===== src/rtl/console_pkg.sv =====
// Shared types and constants for the console serial transmitter.
// Honours CONSOLE_TX_PARITY_EN (even parity bit after the data bits).
package console_pkg;

  typedef enum logic [2:0] {
    StIdle,
    StStart,
    StData,
`ifdef CONSOLE_TX_PARITY_EN
    StParity,
`endif
    StStop
  } tx_state_e;

  localparam int unsigned DataBits          = 8;
  localparam int unsigned FrameBitsNoParity = 10;
  localparam int unsigned FrameBitsParity   = 11;
`ifdef CONSOLE_TX_PARITY_EN
  localparam int unsigned FrameBits         = FrameBitsParity;
`else
  localparam int unsigned FrameBits         = FrameBitsNoParity;
`endif
  localparam int unsigned DefaultClksPerBit = 434;

endpackage


===== src/rtl/sync_fifo.sv =====
// Synchronous FIFO with first-word fall-through read port.
// Push is ignored when full and pop is ignored when empty.
module sync_fifo #(
  parameter int unsigned Width = 8,
  parameter int unsigned Depth = 16
) (
  input  logic                     clk,
  input  logic                     rst,
  input  logic                     push,
  input  logic                     pop,
  input  logic [Width-1:0]         din,
  output logic [Width-1:0]         dout,
  output logic [$clog2(Depth):0]   count,
  output logic                     full,
  output logic                     empty
);

  localparam int unsigned AddrW = $clog2(Depth);
  localparam int unsigned CntW  = AddrW + 1;

  logic [Width-1:0] r_mem [Depth];
  logic [AddrW-1:0] r_wr_ptr;
  logic [AddrW-1:0] r_rd_ptr;
  logic [CntW-1:0]  r_count;
  logic             w_do_push;
  logic             w_do_pop;

  assign full      = (r_count == CntW'(Depth));
  assign empty     = (r_count == '0);
  assign w_do_push = push && !full;
  assign w_do_pop  = pop && !empty;
  assign dout      = r_mem[r_rd_ptr];
  assign count     = r_count;

  always_ff @(posedge clk) begin
    if (w_do_push) begin
      r_mem[r_wr_ptr] <= din;
    end
  end

  // Pointers are exactly AddrW bits so they wrap at Depth without a compare.
  always_ff @(posedge clk or posedge rst) begin
    if (rst) begin
      r_wr_ptr <= '0;
      r_rd_ptr <= '0;
      r_count  <= '0;
    end else begin
      if (w_do_push) begin
        r_wr_ptr <= r_wr_ptr + 1'b1;
      end
      if (w_do_pop) begin
        r_rd_ptr <= r_rd_ptr + 1'b1;
      end
      unique case ({w_do_push, w_do_pop})
        2'b10:   r_count <= r_count + 1'b1;
        2'b01:   r_count <= r_count - 1'b1;
        default: r_count <= r_count;
      endcase
    end
  end

endmodule


===== src/rtl/console_tx.sv =====
// Console UART transmitter: byte FIFO feeding an 8N1 serializer, LSB first.
// Defining CONSOLE_TX_PARITY_EN inserts an even parity bit (8E1 framing).
module console_tx
  import console_pkg::*;
#(
  parameter int unsigned CLKS_PER_BIT = DefaultClksPerBit,
  parameter int unsigned FIFO_DEPTH   = 16
) (
  input  logic       clk,
  input  logic       rst,
  input  logic       wr_en,
  input  logic [7:0] wr_data,
  output logic       tx,
  output logic       full,
  output logic       busy,
  output logic       overflow
);

  localparam int unsigned BaudW = $clog2(CLKS_PER_BIT);
  localparam int unsigned CntW  = $clog2(FIFO_DEPTH) + 1;

  tx_state_e             r_state;
  tx_state_e             w_state_d;
  logic [BaudW-1:0]      r_baud;
  logic [2:0]            r_bit_idx;
  logic [DataBits-1:0]   r_shift;
  logic                  r_overflow;
  logic                  w_baud_done;
  logic                  w_push;
  logic                  w_pop;
  logic                  w_full;
  logic                  w_empty;
  logic [DataBits-1:0]   w_dout;
  logic [CntW-1:0]       w_count;
  logic                  w_tx;
`ifdef CONSOLE_TX_PARITY_EN
  logic                  r_parity;
`endif

  assign w_baud_done = (r_baud == BaudW'(CLKS_PER_BIT - 1));
  assign w_push      = wr_en && !w_full;

  sync_fifo #(
    .Width (DataBits),
    .Depth (FIFO_DEPTH)
  ) u_fifo (
    .clk   (clk),
    .rst   (rst),
    .push  (w_push),
    .pop   (w_pop),
    .din   (wr_data),
    .dout  (w_dout),
    .count (w_count),
    .full  (w_full),
    .empty (w_empty)
  );

  always_ff @(posedge clk or posedge rst) begin
    if (rst) begin
      r_state <= StIdle;
    end else begin
      r_state <= w_state_d;
    end
  end

  always_comb begin
    w_state_d = r_state;
    w_pop     = 1'b0;
    unique case (r_state)
      StIdle: begin
        if (!w_empty) begin
          w_pop     = 1'b1;
          w_state_d = StStart;
        end
      end
      StStart: begin
        if (w_baud_done) begin
          w_state_d = StData;
        end
      end
      StData: begin
        if (w_baud_done && (r_bit_idx == 3'd7)) begin
`ifdef CONSOLE_TX_PARITY_EN
          w_state_d = StParity;
`else
          w_state_d = StStop;
`endif
        end
      end
`ifdef CONSOLE_TX_PARITY_EN
      StParity: begin
        if (w_baud_done) begin
          w_state_d = StStop;
        end
      end
`endif
      StStop: begin
        // Chain straight into the next start bit when more bytes are queued.
        if (w_baud_done) begin
          if (!w_empty) begin
            w_pop     = 1'b1;
            w_state_d = StStart;
          end else begin
            w_state_d = StIdle;
          end
        end
      end
      default: w_state_d = StIdle;
    endcase
  end

  always_comb begin
    w_tx = 1'b1;
    unique case (r_state)
      StStart:  w_tx = 1'b0;
      StData:   w_tx = r_shift[0];
`ifdef CONSOLE_TX_PARITY_EN
      StParity: w_tx = r_parity;
`endif
      default:  w_tx = 1'b1;
    endcase
  end

  always_ff @(posedge clk or posedge rst) begin
    if (rst) begin
      r_baud    <= '0;
      r_bit_idx <= '0;
      r_shift   <= '0;
    end else begin
      if (w_pop || (r_state == StIdle) || w_baud_done) begin
        r_baud <= '0;
      end else begin
        r_baud <= r_baud + 1'b1;
      end

      if (r_state != StData) begin
        r_bit_idx <= '0;
      end else if (w_baud_done) begin
        r_bit_idx <= r_bit_idx + 1'b1;
      end

      if (w_pop) begin
        r_shift <= w_dout;
      end else if ((r_state == StData) && w_baud_done) begin
        r_shift <= r_shift >> 1;
      end
    end
  end

`ifdef CONSOLE_TX_PARITY_EN
  always_ff @(posedge clk or posedge rst) begin
    if (rst) begin
      r_parity <= 1'b0;
    end else if (w_pop) begin
      r_parity <= ^w_dout;
    end
  end
`endif

  // Drop is decided on the pre-edge full flag, so a same-edge pop does not rescue the byte.
  always_ff @(posedge clk or posedge rst) begin
    if (rst) begin
      r_overflow <= 1'b0;
    end else if (wr_en && w_full) begin
      r_overflow <= 1'b1;
    end
  end

  assign tx       = w_tx;
  assign full     = w_full;
  assign busy     = (r_state != StIdle) || (w_count != '0);
  assign overflow = r_overflow;

endmodule


===== config.mk =====
export PLATFORM = sky130hd
export DESIGN_NAME = console_tx
export DESIGN_NICKNAME = d
export VERILOG_FILES = /design/src/rtl/console_pkg.sv /design/src/rtl/sync_fifo.sv /design/src/rtl/console_tx.sv
export SDC_FILE = /design/constraint.sdc
export NUM_CORES = 1
export LEC_CHECK = 0
export ABC_CLOCK_PERIOD_IN_PS = 6750
export CORE_UTILIZATION = 55
export DETAILED_ROUTE_END_ITERATION = 10
export GPL_TIMING_DRIVEN = 0
export PLACE_DENSITY = 0.69
export SYNTH_ARGS = -nofsm -noshare
export SYNTH_HDL_FRONTEND = slang
export SYNTH_SLANG_ARGS = --single-unit

===== constraint.sdc =====
create_clock -name clk -period 6.75 [get_ports clk]
set_input_delay 1.35 -clock clk [delete_from_list [all_inputs] [get_ports clk]]
set_output_delay 1.35 -clock clk [all_outputs]
set_load 0.02 [all_outputs]

# Word level (Yosys, flattened, before mapping)
# Memory sizes are Yosys's and may differ from the RTL's.
# Index checks and enable logic that the tools add are counted.
[classes] n_addsub=6 mul=0 div_mod_pow=0 n_lt_le_gt_ge=0 eq_ne=13 shift=0 muxes=18 n_bitwise=0 n_reduce_logical=19
[ops] operator="$mux 3" count=6
[ops] operator="$mux 8" count=2
[ops] operator="$pmux 3 s4" count=1
[ops] operator="$pmux 5 s2" count=1
[ops] operator="$add 9x1->9 const B" count=1
[ops] operator="$eq 9x9->1 const B" count=1
[ops] operator="$mux 9" count=1
[ops] operator="$add 4x1->4 const B" count=2
[ops] operator="$ne 2x2->1 const B" count=4
[ops] operator="$eq 3x2->1 const B" count=2
[ops] operator="$logic_and 1x1->1" count=6
[ops] operator="$reduce_bool 2->1" count=3
[ops] operator="$add 5x1->5 const B" count=1
[ops] operator="$eq 5x5->1 const B" count=1
[ops] operator="$logic_not 5->1" count=1
[ops] operator="$mux 1" count=5
[ops] operator="$reduce_bool 5->1" count=1
[ops] operator="$sub 5x1->5 const B" count=1
[ops] operator="$pmux 1 s2" count=2
[ops] operator="$reduce_and 4->1" count=1
[ops] operator="$add 3x1->3 const B" count=1
[ops] operator="$eq 3x1->1 const B" count=1
[ops] operator="$eq 3x3->1 const B" count=1
[ops] operator="$logic_not 3->1" count=1
[ops] operator="6 further kinds" count=9
[word_totals] reg_bits=37 latch_bits=0 mem_bits_rw=128 romBits=0 in_bits=11 out_inout_bits=4 elab_cells=65 mem_count=1
[mem_list] memory="u_fifo.r_mem" words=16 word_bits=8 rd=1 rd_ports_with_merged_regs=0 write_ports=1 line="sync_fifo.sv:21" rtl="logic [Width-1:0] r_mem [Depth];"

# Depth between registers and ports, before layout
[depth] depth_word=7 ltp_mapped=15

# Cells and area by module
# Synthesis repeated with hierarchy kept, for this count alone.
[unflattened] hier_cells=445 area_unflattened_um2=7101.8
[by_module_without_submodules] module="sync_fifo" n_inst=1 cells_each=333 area_each_um2=5836.8 seq_area_each_um2=4169.0
[by_module_without_submodules] module="console_tx" n_inst=1 cells_each=112 area_each_um2=1265.0 seq_area_each_um2=575.6

# Least setup slack after synthesis
# OpenSTA, ideal clock, no wires.
[synth_path] path_kind="input-to-reg" startpoint="input wr_en" endpoint="register u_fifo.r_count[4], in the netlist u_fifo.count[4]" arrival_ns=3.030 required_ns=6.671 path_slack_ns=3.641 cell_stages=12 path_buffers=2 cell_sequence="nor2b_1 buf_2 inv_1 ha_1 buf_2 xor2_1 ha_1 o21a_1 o21ai_0 nand3b_1 a21oi_1 xor2_1"
[synth_via] elab_chain_cells=4 word_cells_on_any_way=6 cone_classes="eq/ne: 2; mux: 1; reduce/logical: 3"
[synth_lines] item="from (decl)" line="console_tx.sv:11" rtl="input logic wr_en,"
[synth_lines] item="$logic_and 1x1->1 (*)" line="console_tx.sv:41" rtl="assign w_push = wr_en && !w_full;"
[synth_lines] item="$logic_and 1x1->1 (*)" line="sync_fifo.sv:30" rtl="assign w_do_push = push && !full;"
[synth_lines] item="$eq 2x1->1 / $eq 2x2->1 (equally long branches)" line="sync_fifo.sv:54" rtl="unique case ({w_do_push, w_do_pop})"
[synth_lines] item="$pmux 5 s2 / $reduce_bool 2->1 (equally long branches)"
[synth_lines] item="to (signal assigned)" line="sync_fifo.sv:55" rtl="2'b10: r_count <= r_count + 1'b1;"
[synth_lines] item="to (signal assigned)" line="sync_fifo.sv:56" rtl="2'b01: r_count <= r_count - 1'b1;"
[synth_lines] item="to (signal assigned)" line="sync_fifo.sv:57" rtl="default: r_count <= r_count;"
[synth_lines] item="to (decl)" line="sync_fifo.sv:24" rtl="logic [CntW-1:0] r_count;"
# Every way passes the cells marked *; elsewhere a longest branch is shown, timed or not.
# A chain may end at the register's enable or synchronous reset.

# Worst setup path after layout
[layout_path] startpoint="register u_fifo.r_count[1], in the netlist u_fifo.count[1]" endpoint="output full"
[layout_via] elab_chain_cells=1
[layout_lines] item="$eq 5x5->1" line="sync_fifo.sv:28" rtl="assign full = (r_count == CntW'(Depth));"
[layout_lines] item="to (decl)" line="console_tx.sv:14" rtl="output logic full,"
# Every way passes these cells.

==> results_dict.tcl <==
set metrics [dict create \
    tightestPinTransition_ns 0.9398 \
    seqPwrFrac 0.401 \
    worst-path-max-fanout 8 \
    whs_path_depth 1 \
    ctsRootBufferMaster "clkbuf_16" \
    gp_congestion 0.7400 \
    max_cap_violations 0 \
    ctsHtreeMaxLevel 4 \
    netlist.area_leader.share 0.5574 \
    cp-end-kind "output port" \
    hold_end "overflow$_DFFE_PP0P_" \
    dp_hpwl_um 8234 \
    grt_max_degree 37 \
    regToRegEndpoint "u_fifo.count[4]$_DFFE_PP0P_" \
    io_buffer_count 14 \
    io_pins 15 \
    grt_pass1_vias 3687 \
    syn_nets 440 \
    synthArstFlopShare 0.2195 \
    hold_class "register to register" \
    hold_viol 0 \
    cts_tree "done" \
    grt_util_met2 0.3503 \
    cts_resized 0 \
    start_util 0.5693 \
    post_cts_buffers 0 \
    slowest_delay_ns 0.62 \
    synthFlopType "edfxtp_1" \
    synthTopCellsByArea "edfxtp_1 (56%), dfrtp_1 (13%), mux4_2 (8.8%), ha_1 (3.1%), a22oi_1 (1.6%)" \
    cts.sinks 164 \
    viasPerCell 5.609 \
    synth_area_leader_cell "edfxtp_1" \
    path_cells "buf_2, nor3_2, and3b_1, clkdlybuf4s50_1" \
    core_sq_um 12110 \
    p_clk_frac 0.288 \
    min_from "overflow$_DFFE_PP0P_" \
    fmax_mhz 288.4 \
    finalSetupTns_ns 0 \
    grt_usage 0.2234 \
    cp-start-kind "register" \
    avgSynthCellArea_sq_um 16.74 \
    switching_share 0.3085 \
    via_count 3517 \
    rsz0062_at_grt "false" \
    status "finished clean" \
    yosys.cell_types.count 47 \
    yosysSeqAreaShare 0.6881 \
    final_util 0.6490 \
    worstRegToRegCells 14 \
    clk_pin_slew_ns 0.06 \
    route.detailed.wl_per_inst_um 20.07 \
    fin_crit_sh 0.5137 \
    grt_pass1_wl_um 20380 \
    fillers 854 \
    cts_made_buffers 17 \
    max-slew-margin-rel 0.3712 \
    seq_area_sq_um 4745 \
    overflow 0 \
    grt_use_met1 0.3061 \
    busiest_layer "met2" \
    postRouteWirelength_um 12590 \
    power_density_nw_per_um2 422.5 \
    synth_area_sq_um 6895 \
    multi_input_comb_area_sq_um 1991 \
    cts_hold_buf 0 \
    slowest_stage "clkdlybuf4s50_1" \
    n_antenna_cell 0 \
    antenna_found_initial 0 \
    syn2layout_area_growth_pct 13.99 \
    finalMaxSlewViolations 0 \
    synth_cells 412 \
    setup_viol 0 \
    drc 0 \
    nets 475 \
    worstSetupPathType "register to output port" \
    p_sw_uw 1024 \
    drt-pass1-iter-count 4 \
    rows 40 \
    p_int_uw 2296 \
    ant_nets 0 \
    combPwrFrac 0.311 \
    dieArea_sq_um 12990 \
    drt_iter0_drc 278 \
    grt_use_met3 0.06908 \
    die_w_um 114.0 \
    ys_ff_latch 164 \
    synth-edff-count 128 \
    drive_above_1_share 0.1895 \
    period_needed_ns 3.467 \
    cp.required_ns 5.40 \
    leakagePower_uw 0.002845 \
    cts_buffer_depth 2 \
    ir_drop_mv 0.2377 \
    r2r_slack_ns 3.65 \
    r2r_start "r_baud[1]$_DFF_PP0_" \
    cp_data_arrival_time_ns 2.12 \
    fin_skew_ns 0.01183 \
    yosys_warnings 0 \
    clk_latency_ns 0.43 \
    die_h_um 114.0 \
]
-- critical path, delay by kind of cell, from the launching register on --
kind	cells	cell delay [ns]
buffers and inverters	2	0.79
flip-flops	1	0.35
AND/OR/NAND/NOR	2	0.56
-- cells in the mapped netlist, types with 2 or more instances --
library cell / instances
a21o_1: 2
a21oi_1: 4
a22oi_1: 15
a31oi_1: 2
buf_2: 12
buf_6: 3
clkbuf_1: 3
dfrtp_1: 36
edfxtp_1: 128
ha_1: 17
inv_1: 11
mux2_2: 3
mux2i_1: 11
mux4_1: 4
mux4_2: 27
nand2_1: 27
nand2_2: 2
nand2b_1: 4
nand3_1: 4
nand4_1: 4
nor2_1: 30
nor2b_1: 5
nor3_1: 4
o21ai_0: 5
o21ai_1: 7
or2_2: 2
xnor2_1: 12
xor2_1: 9
-- flip-flops by register name, summed over array words and instances (netlist names) --
| signal | count |
|---|---|
| r_state | 2 |
| u_fifo.r_wr_ptr | 4 |
| u_fifo.r_mem | 128 |
| u_fifo.count | 5 |
| r_shift | 8 |
| r_baud | 9 |
| overflow | 1 |
| u_fifo.r_rd_ptr | 4 |
| r_bit_idx | 3 |
-- worst max-delay path by stage --
stage                                     start                           end  slack, ns  depth (start not counted)
floorplan                                 wr_en   u_fifo.count[4]$_DFFE_PP0P_       3.64                         12
global placement                          wr_en  u_fifo.r_mem[1][4]$_DFFE_PP_       2.93                          5
detailed placement                        wr_en  u_fifo.r_mem[0][4]$_DFFE_PP_       2.79                          5
CTS                                       wr_en  u_fifo.r_mem[0][4]$_DFFE_PP_       3.21                          5
global route                              wr_en   u_fifo.count[4]$_DFFE_PP0P_       3.17                         13
finish              u_fifo.count[1]$_DFFE_PP0P_                          full       3.28                          4
-- placed cells by master (no fill, tap or decap), drive strengths merged --
| cell | netlist | final |
|---|---|---|
| nand2 | 29 | 29 |
| nor2b | 5 | 5 |
| a21oi | 4 | 4 |
| ha | 17 | 17 |
| o21ai | 13 | 13 |
| nor2 | 30 | 30 |
| o21a | 2 | 2 |
| nand3b | 1 | 1 |
| nand3 | 4 | 4 |
| xnor2 | 12 | 12 |
| and2 | 1 | 1 |
| nand2b | 4 | 4 |
| clkbuf | 3 | 21 |
| nor4 | 1 | 1 |
| buf | 17 | 19 |
| or3 | 1 | 1 |
| mux2 | 4 | 4 |
| clkinvlp | 0 | 1 |
| xor2 | 9 | 9 |
| a21o | 2 | 2 |
| clkdlybuf4s50 | 0 | 14 |
| a211oi | 1 | 1 |
| a311oi | 1 | 1 |
| nand4 | 4 | 4 |
| and3b | 1 | 1 |
| a2111oi | 1 | 1 |
| inv | 11 | 12 |
| mux2i | 11 | 11 |
| o22ai | 1 | 1 |
| clkinv | 0 | 8 |
| dfrtp | 36 | 36 |
| mux4 | 31 | 31 |
| a21boi | 1 | 1 |
| a22oi | 15 | 15 |
| edfxtp | 128 | 128 |
| bufinv | 0 | 3 |
| nor3 | 6 | 6 |
| a31oi | 2 | 2 |
| or2 | 3 | 3 |
-- stage by stage --
| step | cell area [sq um] | hold slack [ns] | setup slack, ns | power (uW) | instances |
|---|---|---|---|---|---|
| floorplan | 6895 | 0.4567 | 3.641 | 2108 | 412 |
| global placement | 7246 | 0.4364 | 2.926 | 2359 | 594 |
| detailed placement | 7253 | 0.4446 | 2.792 | 2393 | 595 |
| CTS | 7843 | 0.4595 | 3.212 | 3349 | 626 |
| global route | 7860 | 0.4759 | 3.173 | 3501 | 627 |
| finish | 7860 | 0.4547 | 3.283 | 3321 | 627 |
-- final cells by class --
cell class                 count  share of cell area
sequential                   164              0.6036
tap                          168             0.02674
multi-input combinational    217              0.2533
buffer                        20             0.01640
inverter                      11            0.005253
clock inverter                13             0.02038
timing repair buffer          16             0.01974
clock buffer                  18             0.05460
-- power groups by stage --
stage / sequential, uW / clock, uW / combinational [uW]
global placement: 1340 / 0 / 1020
floorplan: 1330 / 0 / 774
global route: 1350 / 1010 / 1140
detailed placement: 1350 / 0 / 1040
finish: 1330 / 958 / 1030
CTS: 1330 / 970 / 1050
-- cells by family (layout without fill, tap and decap cells) --
logic type	count (synthesis)	in the layout	share of synthesized area
buffers and inverters	31	78	0.02468
xor gates and xnor gates	21	21	0.02667
and+or+nand+nor	90	90	0.06206
muxes	46	46	0.1259
DFF	164	164	0.6881
adders and majority gates	17	17	0.03085
AOI/OAI and AO/OA	43	43	0.04174
-- routing by layer --
| layer | share of wire | vias up |
|---|---|---|
| met3 | 0.054 | 10 |
| met4 | 0.011 | 0 |
| met1 | 0.44 | 1774 |
| met2 | 0.49 | 89 |
| li1 | - | 1644 |
| met5 | 0 | - |
Note: power is estimated with default switching activity, not from simulation.
